### src/rtl/iter_shifter.sv
// iter_shifter: multi-cycle SLL/SRL/SRA unit, at most STEP bit positions per cycle
// Ports:
//   clk, reset          clock (rising edge) and asynchronous active-high reset
//   in_valid, in_ready  operation handshake; in_ready is high only in IDLE
//   in, shamt, op       operand, shift amount (low SHW bits), 00 SLL 01 SRL 11 SRA 10 SLL
//   out_valid, out_ready, out  result handshake; out holds until the next result or reset
module iter_shifter #(
    parameter int WIDTH = 32,
    parameter int STEP  = 4
) (
    input  logic             clk,
    input  logic             reset,
    input  logic             in_valid,
    output logic             in_ready,
    input  logic [WIDTH-1:0] in,
    input  logic [WIDTH-1:0] shamt,
    input  logic [1:0]       op,
    output logic             out_valid,
    input  logic             out_ready,
    output logic [WIDTH-1:0] out
);
    localparam int SHW = $clog2(WIDTH);
    // one extra bit so STEP == WIDTH still fits
    localparam logic [SHW:0] STEP_W = (SHW+1)'(STEP);
    typedef enum logic [1:0] {IDLE, SHIFT, DONE} state_t;
    state_t state, state_nxt;
    logic [WIDTH-1:0] data, data_nxt, sll, srl, sra;
    logic [SHW-1:0]   rem, rem_nxt;
    logic [1:0]       op_q, op_nxt;
    logic [SHW:0]     s;
    assign in_ready = (state == IDLE);
    assign s   = ({1'b0, rem} < STEP_W) ? {1'b0, rem} : STEP_W;
    assign sll = data << s;
    assign srl = data >> s;
    // kept out of any ternary so the signed context survives and MSB fill happens
    assign sra = $signed(data) >>> s;
    always_comb begin
        state_nxt = state;
        data_nxt  = data;
        rem_nxt   = rem;
        op_nxt    = op_q;
        case (state)
            IDLE: if (in_valid) begin
                data_nxt  = in;
                rem_nxt   = shamt[SHW-1:0];
                op_nxt    = op;
                state_nxt = (shamt[SHW-1:0] == '0) ? DONE : SHIFT;
            end
            SHIFT: begin
                data_nxt  = op_q[0] ? (op_q[1] ? sra : srl) : sll;
                rem_nxt   = rem - s[SHW-1:0];
                state_nxt = (rem_nxt == '0) ? DONE : SHIFT;
            end
            DONE: state_nxt = out_ready ? IDLE : DONE;
            default: state_nxt = IDLE;
        endcase
    end
    always_ff @(posedge clk or posedge reset) begin
        if (reset) state <= IDLE;
        else       state <= state_nxt;
    end
    always_ff @(posedge clk or posedge reset) begin
        if (reset) begin
            data      <= '0;
            rem       <= '0;
            op_q      <= '0;
            out       <= '0;
            out_valid <= 1'b0;
        end else begin
            data      <= data_nxt;
            rem       <= rem_nxt;
            op_q      <= op_nxt;
            out_valid <= (state_nxt == DONE);
            // capture the result only on entry to DONE so out stays put afterwards
            if (state != DONE && state_nxt == DONE) out <= data_nxt;
        end
    end
endmodule
### config.mk
export PLATFORM = sky130hd
export DESIGN_NAME = iter_shifter
export DESIGN_NICKNAME = d
export VERILOG_FILES = /design/src/rtl/iter_shifter.sv
export SDC_FILE = /design/constraint.sdc
export NUM_CORES = 1
export LEC_CHECK = 0
export CAP_MARGIN = 25
export CORE_MARGIN = 3
export CORE_UTILIZATION = 45
export CTS_BUF_LIST = sky130_fd_sc_hd__clkbuf_4 sky130_fd_sc_hd__clkbuf_8 sky130_fd_sc_hd__clkbuf_16
export DETAILED_ROUTE_END_ITERATION = 7
export MAX_ROUTING_LAYER = met4
export PLACE_DENSITY = 0.7
export SYNTH_ARGS = -nofsm -noshare
export SYNTH_HDL_FRONTEND = slang
export SYNTH_SLANG_ARGS = --single-unit
### constraint.sdc
create_clock -name clk -period 4 [get_ports clk]
set_input_delay 0.8 -clock clk [delete_from_list [all_inputs] [get_ports clk]]
set_output_delay 0.8 -clock clk [all_outputs]
set_load 0.05 [all_outputs]
==> results_dict.tcl <==
set metrics [dict create \
    cts_tree "done" \
    cp-start-kind "flip-flop" \
    swShare 0.520 \
    io_pins 104 \
    worstPathMaxFanout 29 \
    nets 780 \
    grt_pass1_vias 5847 \
    rsz0062_at_grt "no" \
    grt_pass1_wl_um 34000 \
    status "finished, final reports clean" \
    fin_cells 886 \
    ys_ff_latch 74 \
    cts_buffers 9 \
    max_freq_mhz 306 \
    max-slew-margin-rel 0.244 \
    grt_start_max_net_pins 75 \
    drc 0 \
    post-cts-setup-buffer-count 0 \
    endpoint_kind "flip-flop" \
    die_area_um2 14600 \
    grt-ovfl-total 0 \
    p_seq_frac 0.247 \
    via_per_inst 6.90 \
    final.min_clock_period_ns 3.26 \
    synth_nets 757 \
    initialDrtViolationCount 1032 \
    layout_common_cells "clkdlybuf4s50_1, dfrtp_1, nand2_1" \
    power_frac_comb 0.623 \
    internal_power_mw 3.57 \
    placeableCoreArea_um2 12700 \
    hold_class "reg2reg" \
    dp_cells 870 \
    p_clk_frac 0.131 \
    clk_latency_ns 0.35 \
    insertedDiodeCount 0 \
    synth_area_per_cell_um2 8.64 \
    cts_sinks 74 \
    antenna_left 0 \
    fin_setup_tns_ns 0 \
    async_flop_share 1.00 \
    power.total_mw 7.44 \
    ctsHoldBuffers 0 \
    postSynthCellCount 686 \
    clock_skew_ns 0.00956 \
    antenna_found_initial 0 \
    final_common_cell "clkdlybuf4s50_1" \
    wl_per_cell_um 24.7 \
    slew_violations 0 \
    drive_gt1_frac 0.144 \
    yosysUniqueCellTypes 70 \
    cp.arrival_ns 3.49 \
    die_x_um 121 \
    worst_pin_slew_ns 1.13 \
    start_util 0.466 \
    synth_edf_count 0 \
    yosysSeqAreaShare 0.313 \
    cts_root_buf "clkbuf_16" \
    ir_worst_vdd_mv 0.536 \
    ys_warn_count 0 \
    gp_congestion 1.01 \
    clockBufferDepth 2 \
    setup_viol 0 \
    cp.required_ns 4.23 \
    cap_viol_max_count 0 \
    powerDensity_nw_per_um2 1040 \
    cts_htree_levels 3 \
    p_leak_nw 2.83 \
    fillers 1207 \
    dp_hpwl_um 14700 \
    r2r_setup_slack_ns 0.74 \
    critPathKind "reg2reg" \
    cts_resized 0 \
    syn2layout_area_growth_pct 20.8 \
    synth_area_um2 5920 \
    die_h_um 121 \
    fp-row-count 41 \
    period_share 0.816 \
    switching_power_mw 3.87 \
    routed_wl_um 21900 \
    clk_pin_slew_ns 0.06 \
    hold_viol_final 0 \
    yosys_most_used_dff "dfrtp_1" \
    port_buffers 76 \
    first_pass_iters 5 \
    grt_usage 0.312 \
    vias 6117 \
]
==> Yosys cell counts (all sizes together) (7+ instances only) <==
cell type | instances | area, µm²
and3 | 7 | 43.8
o221ai | 11 | 96.3
a22o | 10 | 87.6
inv | 10 | 37.5
nand3 | 24 | 120
nand2 | 58 | 218
nor2b | 9 | 56.3
clkbuf | 70 | 263
o31ai | 9 | 67.6
a21oi | 25 | 125
a22oi | 26 | 195
nor2 | 23 | 86.3
and3b | 7 | 61.3
a211oi | 19 | 143
o211ai | 12 | 95.1
o21ai | 40 | 200
a31oi | 14 | 87.6
buf | 28 | 155
mux4 | 10 | 225
dfrtp | 74 | 1850
mux2i | 35 | 350
nor3 | 28 | 140
mux2 | 30 | 342
==> state kept, by name, summed over array words and instances, names as in the netlist <==
name	flops
data	32
out_valid	1
op_q	2
state	2
out	32
rem	5
==> cell families after synthesis <==
group,share of synthesized area
AO/OA/AOI/OAI,0.280
adder cells (fa/ha/maj),0.00211
buffers and inverters,0.0775
flip-flops,0.313
multiplexers,0.155
other,0.000633
AND/OR/NAND/NOR,0.173
==> metal layers <==
metal / routed length, µm / vias to the layer above / GRT usage
li1: - / 2673 / -
met1: 8970 / 2972 / 0.428
met2: 9630 / 401 / 0.429
met3: 2380 / 71 / 0.0809
met4: 923 / 0 / 0.147
met5: 0 / - / -
==> per-stage QoR <==
step	utilization	worst slack, ns	hold slack [ns]	cell area (µm²)
2_1_floorplan	-	0.719	0.550	5920
3_3_place_gp	0.534	0.898	0.490	6800
3_5_place_dp	0.534	0.832	0.493	6800
4_1_cts	0.562	0.832	0.509	7160
5_1_grt	0.562	0.594	0.529	7160
6_report	0.562	0.737	0.506	7160
==> area by class of cell <==
type,instances,area [µm²],share of cell area
repair buffers,110,1050,0.147
inverters,11,41.3,0.00577
clock buffers,12,260,0.0364
flip-flops and latches,74,1850,0.259
multi-input cells,503,3630,0.508
well taps,172,215,0.0301
clock inverters,4,97.6,0.0136
==> final timing paths <==
path / end / from / cells after the start
min: out[3]$_DFFE_PP0P_ / out[3]$_DFFE_PP0P_ / 1
min reg2reg: out[3]$_DFFE_PP0P_ / out[3]$_DFFE_PP0P_ / 1
max in group asynchronous: rem[1]$_DFFE_PP0P_ / reset / 3
max reg2reg: out[9]$_DFFE_PP0P_ / rem[3]$_DFFE_PP0P_ / 9
min in group asynchronous: out[2]$_DFFE_PP0P_ / reset / 3
max: out[9]$_DFFE_PP0P_ / rem[3]$_DFFE_PP0P_ / 9
==> critical path, cell delays in order, from the launching register on <==
cell	delay, ns
dfrtp_1	0.82
or3_1	0.23
nand2_1	0.06
ha_1	0.24
nor3_1	0.20
mux2i_1	0.17
or3_1	0.52
nand2_1	0.10
buf_4	0.38
mux2_2	0.39
==> power groups by stage <==
stage                     Clock (mW)  Sequential, mW  Combinational (mW)
after floorplan                    0            1.81                3.02
after global placement             0            1.79                4.43
after detailed placement           0            1.80                4.52
after CTS                      0.988            1.79                4.54
after global routing            1.02            1.88                4.91
final                          0.971            1.83                4.63
No activity file was read; power rests on OpenSTA's default activity.
